**src/rtl/led_pkg.sv**
```systemverilog
//------------------------------------------------------------------------------
// Module   : led_pkg
// Purpose  : Shared state encoding, default blink timing and PWM width for
//            the LED blink driver.
// Revision : 1.0 - initial release
//------------------------------------------------------------------------------
`default_nettype none

package led_pkg;

    typedef enum logic [1:0] {
        ST_IDLE = 2'd0,
        ST_ON   = 2'd1,
        ST_GAP  = 2'd2
    } led_state_t;

    // Roughly 250 ms per phase at a 50 MHz board clock
    localparam int LED_ON_DEFAULT  = 12500000;
    localparam int LED_GAP_DEFAULT = 12500000;

    localparam int LED_PWM_W = 8;

    function automatic int max_int(input int a, input int b);
        return (a > b) ? a : b;
    endfunction

endpackage

`default_nettype wire

```
**src/rtl/led_pwm_gen.sv**
```systemverilog
//------------------------------------------------------------------------------
// Module   : led_pwm_gen
// Purpose  : Free-running 8-bit PWM counter with brightness compare.
// Revision : 1.0 - initial release
//------------------------------------------------------------------------------
`default_nettype none

module led_pwm_gen
    import led_pkg::*;
(
    input  logic                 clk,
    input  logic                 rst,
    input  logic [LED_PWM_W-1:0] brightness,
    output logic                 pwm_hi
);

    logic [LED_PWM_W-1:0] r_cnt;

    always_ff @(posedge clk) begin
        if (rst) begin
            r_cnt <= '0;
        end else begin
            r_cnt <= r_cnt + LED_PWM_W'(1);
        end
    end

    // Full-scale 255 leaves the count-255 slot dark: 255/256 duty
    assign pwm_hi = (r_cnt < brightness);

endmodule

`default_nettype wire

```
**src/rtl/led_blink_driver.sv**
```systemverilog
//------------------------------------------------------------------------------
// Module   : led_blink_driver
// Purpose  : Stretches 1-cycle event strobes into visible LED blinks with a
//            saturating queue of pending blinks. Optional brightness PWM is
//            enabled by defining LED_BLINK_PWM_EN.
// Revision : 1.0 - initial release
//------------------------------------------------------------------------------
`default_nettype none

module led_blink_driver
    import led_pkg::*;
#(
    parameter int ON_CYCLES  = LED_ON_DEFAULT,
    parameter int GAP_CYCLES = LED_GAP_DEFAULT,
    parameter int PEND_W     = 4
) (
    input  logic              clk,
    input  logic              rst,
    input  logic              evt,
    input  logic              clr_ovf,
`ifdef LED_BLINK_PWM_EN
    input  logic [LED_PWM_W-1:0] brightness,
`endif
    output logic              led,
    output logic              busy,
    output logic [PEND_W-1:0] pending,
    output logic              overflow
);

    localparam int c_TMR_W = $clog2(max_int(ON_CYCLES, GAP_CYCLES) + 1);

    localparam logic [c_TMR_W-1:0] c_ON_LOAD  = c_TMR_W'(ON_CYCLES - 1);
    localparam logic [c_TMR_W-1:0] c_GAP_LOAD = c_TMR_W'(GAP_CYCLES - 1);
    localparam logic [PEND_W-1:0]  c_PEND_MAX = {PEND_W{1'b1}};

    led_state_t          r_state;
    led_state_t          w_next_state;
    logic [c_TMR_W-1:0]  r_timer;
    logic [PEND_W-1:0]   r_pending;
    logic                r_overflow;
    logic                r_led;

    logic w_timer_zero;
    logic w_pend_nz;
    logic w_pend_full;
    logic w_load_on;
    logic w_load_gap;
    logic w_direct;
    logic w_inc;
    logic w_dec;
    logic w_drop;
    logic w_pwm_hi;

`ifdef LED_BLINK_PWM_EN
    led_pwm_gen u_pwm (
        .clk        (clk),
        .rst        (rst),
        .brightness (brightness),
        .pwm_hi     (w_pwm_hi)
    );
`else
    assign w_pwm_hi = 1'b1;
`endif

    assign w_timer_zero = (r_timer == '0);
    assign w_pend_nz    = (r_pending != '0);
    assign w_pend_full  = (r_pending == c_PEND_MAX);

    always_comb begin
        w_next_state = r_state;
        w_load_on    = 1'b0;
        w_load_gap   = 1'b0;
        w_direct     = 1'b0;
        w_dec        = 1'b0;
        case (r_state)
            ST_IDLE: begin
                if (evt) begin
                    w_next_state = ST_ON;
                    w_load_on    = 1'b1;
                    w_direct     = 1'b1;
                end
            end
            ST_ON: begin
                if (w_timer_zero) begin
                    w_next_state = ST_GAP;
                    w_load_gap   = 1'b1;
                end
            end
            ST_GAP: begin
                if (w_timer_zero) begin
                    // Queued blinks take priority; a fresh event only starts
                    // the next blink directly when the queue is empty
                    if (w_pend_nz) begin
                        w_next_state = ST_ON;
                        w_load_on    = 1'b1;
                        w_dec        = 1'b1;
                    end else if (evt) begin
                        w_next_state = ST_ON;
                        w_load_on    = 1'b1;
                        w_direct     = 1'b1;
                    end else begin
                        w_next_state = ST_IDLE;
                    end
                end
            end
            default: begin
                w_next_state = ST_IDLE;
            end
        endcase
    end

    assign w_inc  = evt & ~w_direct;
    assign w_drop = w_inc & ~w_dec & w_pend_full;

    always_ff @(posedge clk) begin
        if (rst) begin
            r_state    <= ST_IDLE;
            r_timer    <= '0;
            r_pending  <= '0;
            r_overflow <= 1'b0;
            r_led      <= 1'b0;
        end else begin
            r_state <= w_next_state;

            if (w_load_on) begin
                r_timer <= c_ON_LOAD;
            end else if (w_load_gap) begin
                r_timer <= c_GAP_LOAD;
            end else if (!w_timer_zero) begin
                r_timer <= r_timer - c_TMR_W'(1);
            end

            if (w_inc && !w_dec && !w_pend_full) begin
                r_pending <= r_pending + PEND_W'(1);
            end else if (w_dec && !w_inc) begin
                r_pending <= r_pending - PEND_W'(1);
            end

            if (w_drop) begin
                r_overflow <= 1'b1;
            end else if (clr_ovf) begin
                r_overflow <= 1'b0;
            end

            r_led <= (w_next_state == ST_ON) & w_pwm_hi;
        end
    end

    assign led      = r_led;
    assign busy     = (r_state != ST_IDLE);
    assign pending  = r_pending;
    assign overflow = r_overflow;

endmodule

`default_nettype wire

```
**config.mk**
```make
export PLATFORM = sky130hd
export DESIGN_NAME = led_blink_driver
export DESIGN_NICKNAME = d
export VERILOG_FILES = /design/src/rtl/led_pkg.sv /design/src/rtl/led_pwm_gen.sv /design/src/rtl/led_blink_driver.sv
export SDC_FILE = /design/constraint.sdc
export NUM_CORES = 1
export LEC_CHECK = 0
export CAP_MARGIN = 10
export CORE_MARGIN = 2
export CORE_UTILIZATION = 30
export DETAILED_ROUTE_END_ITERATION = 8
export GPL_TIMING_DRIVEN = 0
export PLACE_DENSITY_LB_ADDON = 0.25
export SYNTH_ARGS = -nofsm -noshare
export SYNTH_HDL_FRONTEND = slang
export SYNTH_SLANG_ARGS = --single-unit
export TNS_END_PERCENT = 30
```
**constraint.sdc**
```tcl
create_clock -name clk -period 3 [get_ports clk]
set_input_delay 0.3 -clock clk [delete_from_list [all_inputs] [get_ports clk]]
set_output_delay 0.3 -clock clk [all_outputs]
set_load 0.02 [all_outputs]
```
# After elaboration in Yosys (flattened, before gate mapping)
# Cells that the tools add are included.
# classes
mul	0
n_bitwise	5
magnitude_cmp	0
n_eq_ne	5
shift	0
n_addsub	3
muxes	25
div	0
reduce_logical	13
# op_table
op	count
$mux W24	3
$logic_not A24 Y1	1
$sub A24 B1 Y24 const B	1
$mux W1	14
$mux W4	2
$mux W2	3
$pmux W2 S3	1
$reduce_bool A2 Y1	3
$add A4 B1 Y4 const B	1
$eq A2 B1 Y1 const B	2
$eq A4 B4 Y1 const B	1
$pmux W1 S2	2
$reduce_bool A4 Y1	1
$sub A4 B1 Y4 const B	1
$and A1 B1 Y1	3
$logic_and A1 B1 Y1	3
$logic_not A1 Y1	3
$ne A3 B1 Y1 const B	1
$reduce_or A3 Y1	1
$eq A2 B2 Y1 const B	1
$logic_not A2 Y1	1
$not A1 Y1	2
# totals
register_bits	32
output_inout_bits	7
n_memories	0
romBits	0
elab_cells	57
input_bits	4
mem_bits_rw	0
latch_bits	0

# Longest topological paths before layout
# logic_depth
word_depth	10
mapped_depth	13
ltp_nobuf	13

# Worst setup path before layout
# No wires, ideal clock.
# synth_path
path_type	flip-flop to flip-flop
start	reg r_timer[0]
end	reg r_pending[3], in the netlist pending[3]
required_time_ns	2.877
setup_slack_ns	0.281
path_stages_with_launch	14
setup_time_ns	0.123
t_arrival_ns	2.596
period_less_slack_ns	2.719
path_buffers	0
path_cell_list	dfxtp_1 -> inv_1 -> ha_1 -> nor3b_2 -> nand2_1 -> o31ai_2 -> nand2_1 -> nand3_1 -> ha_1 -> a21o_1 -> a21oi_1 -> a21oi_1 -> a31oi_1 -> mux2_1
# synth_between
elab_chain_cells	8
elab_cells_between_ends	14
cone_classes	mux: 5; bitwise: 2; reduce/logical: 7
# synth_lines
element	line	rtl
from (decl)	led_blink_driver.sv:38	logic [c_TMR_W-1:0] r_timer;
from (signal assigned)	led_blink_driver.sv:126	r_timer <= c_ON_LOAD;
from (signal assigned)	led_blink_driver.sv:128	r_timer <= c_GAP_LOAD;
from (signal assigned)	led_blink_driver.sv:130	r_timer <= r_timer - c_TMR_W'(1);
$logic_not A24 Y1 *	led_blink_driver.sv:65	assign w_timer_zero = (r_timer == '0);
$mux W1	led_blink_driver.sv:90	if (w_timer_zero) begin
$pmux W1 S2	led_blink_driver.sv:75	case (r_state)
$not A1 Y1	led_blink_driver.sv:112	assign w_inc = evt & ~w_direct;
$and A1 B1 Y1	led_blink_driver.sv:112	
$logic_and A1 B1 Y1 or $logic_not A1 Y1 (tied branches)	led_blink_driver.sv:133, led_blink_driver.sv:135	
$logic_and A1 B1 Y1, on equally long branches	led_blink_driver.sv:133, led_blink_driver.sv:135	
$mux W4 or $reduce_bool A2 Y1 (tied branches)	n/a	
to (signal assigned)	led_blink_driver.sv:134	r_pending <= r_pending + PEND_W'(1);
to (signal assigned)	led_blink_driver.sv:136	r_pending <= r_pending - PEND_W'(1);
to (decl)	led_blink_driver.sv:39	logic [PEND_W-1:0] r_pending;
# Mark *: on every way between the ends. The rest lies on a longest branch, timed or not.
# A chain may end at the register's enable or synchronous reset.

# Worst setup path in the final report
# layout_path
start	reg r_timer[9]
end	reg r_pending[3], in the netlist pending[3]
# The elaborated chain is that of the path after synthesis.

==> results.sh <==
export IMPL_fmax_ghz=0.351
export IMPL_finalPower_w=0.00117
export IMPL_antenna_found_initial=0
export IMPL_grt_pass1_wl_um=6650
export IMPL_drive_above_1_share_pct=19.4
export IMPL_die_area_um2=6640
export IMPL_holdCritPathClass="reg2reg"
export IMPL_numCtsBuffers=5
export IMPL_setup_viol=0
export IMPL_die_h_um=81.5
export IMPL_p_leak_nw=0.788
export IMPL_synth_area_um2=1800
export IMPL_fin_cells=307
export IMPL_hp_start="r_timer[4]"
export IMPL_postSynthAreaPerCell_um2=8.49
export IMPL_clk_latency_ns=0.28
export IMPL_post_dp_cell_area_um2=1990
export IMPL_initial_core_util_pct=30.8
export IMPL_r2r_cells=11
export IMPL_peakVddDrop_uv=213
export IMPL_worstPathMaxFanout=4
export IMPL_maxCapViolCount=0
export IMPL_clk_pin_slew_worst_paths_ns=0.07
export IMPL_nets=240
export IMPL_routedWlPerCell_um=13.2
export IMPL_ys_seq_area_share_pct=35.6
export IMPL_dpl_hpwl_um=2880
export IMPL_cts_tree="built"
export IMPL_cts_root_buf="clkbuf_8"
export IMPL_num_vias=1568
export IMPL_clkPwrFrac_pct=30.7
export IMPL_netlist_top_cells_area="dfxtp_1 36%, nor2_1 5.2%, a21oi_2 4.9%"
export IMPL_final_util_pct=37.2
export IMPL_grt_usage_pct=13.3
export IMPL_cp_start_kind="flip-flop"
export IMPL_grt_remaining_overflow=0
export IMPL_drt_pass1_iter_count=5
export IMPL_p_int_w=0.000805
export IMPL_rows=28
export IMPL_synth_fp_nets=220
export IMPL_syn_instance_count=212
export IMPL_clock_sinks=32
export IMPL_fp_coreArea_um2=5850
export IMPL_layout_common_cells="30 x dfxtp_1, 25 x nor2_1, 18 x nand2_1"
export IMPL_finalClockSkew_ns=0.00760
export IMPL_io_pins=11
export IMPL_worstPathRequired_ns=3.17
export IMPL_synth_top_area_share_pct=35.6
export IMPL_cts_max_path_buffers=2
export IMPL_path_class="reg2reg"
export IMPL_yosysTopAreaCell="dfxtp_1"
export IMPL_r2r_setup_slack_ns=0.15
export IMPL_worst_slew_pin_slew_ns=0.717
export IMPL_grt_pass1_vias=1395
export IMPL_design_area_um2=2180
export IMPL_switchingPower_w=0.000368
export IMPL_layout_commonest_cell="dfxtp_1"
export IMPL_place_gp_congestion=0.787
export IMPL_worstReg2RegStart="r_timer[9]"
export IMPL_routed_wl_um=4050
export IMPL_syn2layout_area_growth_pct=21.0
export IMPL_die_w_um=81.5
export IMPL_power_density_nw_per_um2=539
export IMPL_end_kind="flip-flop"
export IMPL_whs_endpoint="r_timer[4]"
export IMPL_critPathArrivalTime_ns=3.02
export IMPL_drtIter0Drc=53
export IMPL_postRouteAntennaNets=0
export IMPL_max_slew_margin_pct=52.2
export IMPL_period_minus_slack_ns=2.85
export IMPL_seqPwrFrac_pct=44.0
export IMPL_cts_hold_buf=0
export IMPL_grt_max_degree=11
export IMPL_ys_ff_latch=32
export IMPL_hold_viol=0
export IMPL_dp_cells=297
export IMPL_n_antenna_cell=0
export IMPL_period_share_pct=94.9
export IMPL_cts_htree_levels=2
export IMPL_worstReg2RegEnd="pending[3]"
export IMPL_status="complete, no violations"
export IMPL_ys_warn_count=0
export IMPL_io_buffers=10
export IMPL_drc=0
export IMPL_combPwrFrac_pct=25.3
export IMPL_holdPathStages=2
export IMPL_synth_cell_types=46
export IMPL_finalMaxSlewViolations=0
export IMPL_via_per_inst=5.11
export IMPL_swShare_pct=31.3
[cells by family after synthesis]
logic type,synth area share (%)
buf+inv,4.45
flops,35.6
mux,3.41
compound gates,17.0
fa+ha+maj,3.20
xor+xnor,7.78
simple gates,28.6
[Yosys cell counts, drive strengths merged]
| cell | n |
|---|---|
| or2 | 1 |
| dfxtp | 32 |
| a31oi | 7 |
| fa | 1 |
| ha | 3 |
| and2 | 3 |
| or3 | 2 |
| nand2b | 3 |
| xnor2 | 9 |
| mux2 | 1 |
| inv | 7 |
| o22ai | 2 |
| nand2 | 21 |
| a2111oi | 1 |
| a21oi | 19 |
| o21ai | 5 |
| and4 | 2 |
| mux2i | 5 |
| xor2 | 7 |
| buf | 5 |
| o31ai | 1 |
| nand4 | 5 |
| nor3b | 1 |
| or4 | 2 |
| nor3 | 9 |
| nor4 | 9 |
| o41ai | 1 |
| o2111ai | 1 |
| a31o | 2 |
| a211oi | 1 |
| a21o | 1 |
| nor2b | 4 |
| o21a | 1 |
| nor2 | 25 |
| clkbuf | 4 |
| nand3 | 9 |
[what timing repair did]
action                                  4_1_cts  5_1_grt
cloned                                        0        0
pin swaps                                     0        5
gates resized for setup                       3        9
buffers inserted                              1        2
endpoints found under the setup margin        1        1
[critical path, stage by stage (launching register included)]
cell     delay [ns]
dfxtp_2        0.34
nor4_4         0.37
nand4_1        0.26
o31ai_4        0.36
nand2_2        0.13
nand3_4        0.12
ha_1           0.24
a21o_1         0.19
a21oi_2        0.14
a21oi_1        0.06
a31oi_1        0.20
mux2_1         0.34
[stage by stage]
stage | setup WS [ns] | hold slack, ns | setup TNS, ns
2_1_floorplan | 0.281 | 0.372 | 0
3_3_place_gp | -0.0941 | 0.520 | -0.0941
4_1_cts | 0.0379 | 0.540 | 0
5_1_grt | -0.0195 | 0.569 | -0.0195
3_5_place_dp | -0.126 | 0.531 | -0.126
6_report | 0.153 | 0.534 | 0
[worst max-delay path by stage]
| stage | end | slack [ns] | depth (start not counted) | start |
|---|---|---|---|---|
| floorplan | pending[3] | 0.28 | 13 | r_timer[0] |
| global placement | pending[3] | -0.09 | 13 | r_timer[0] |
| detailed placement | pending[3] | -0.13 | 13 | r_timer[0] |
| CTS | pending[3] | 0.04 | 13 | r_timer[0] |
| global route | pending[3] | -0.02 | 11 | r_timer[9] |
| finish | pending[3] | 0.15 | 11 | r_timer[9] |
[power by group through the flow]
stage	sequential (W)	clock [W]	combinational, W
6_report	0.000516	0.000361	0.000296
5_1_grt	0.000522	0.000388	0.000331
4_1_cts	0.000510	0.000372	0.000281
3_5_place_dp	0.000518	0	0.000272
3_3_place_gp	0.000518	0	0.000270
2_1_floorplan	0.000515	0	0.000210
[state kept, by name, indices dropped and copies added (netlist names)]
| signal | flops |
|---|---|
| led | 1 |
| overflow | 1 |
| pending | 4 |
| r_state | 2 |
| r_timer | 24 |
[metal layers]
layer	routed length (um)	track usage (%)	part of all wire, %
met5	0	0	0
met2	1870	20.8	46
met3	154	3.74	3.8
met4	29	4.92	0.72
met1	2000	17.3	49
[layout make-up]
cell class                 instances  area [um^2]
buffer                             9         53.8
clock buffer                       7         96.3
fill                             611         3670
inverter                           7         26.3
multi-input combinational        164         1140
sequential                        32          643
tap                               75         93.8
timing repair buffer              13          123
No activity file was read; power rests on OpenSTA's default activity.
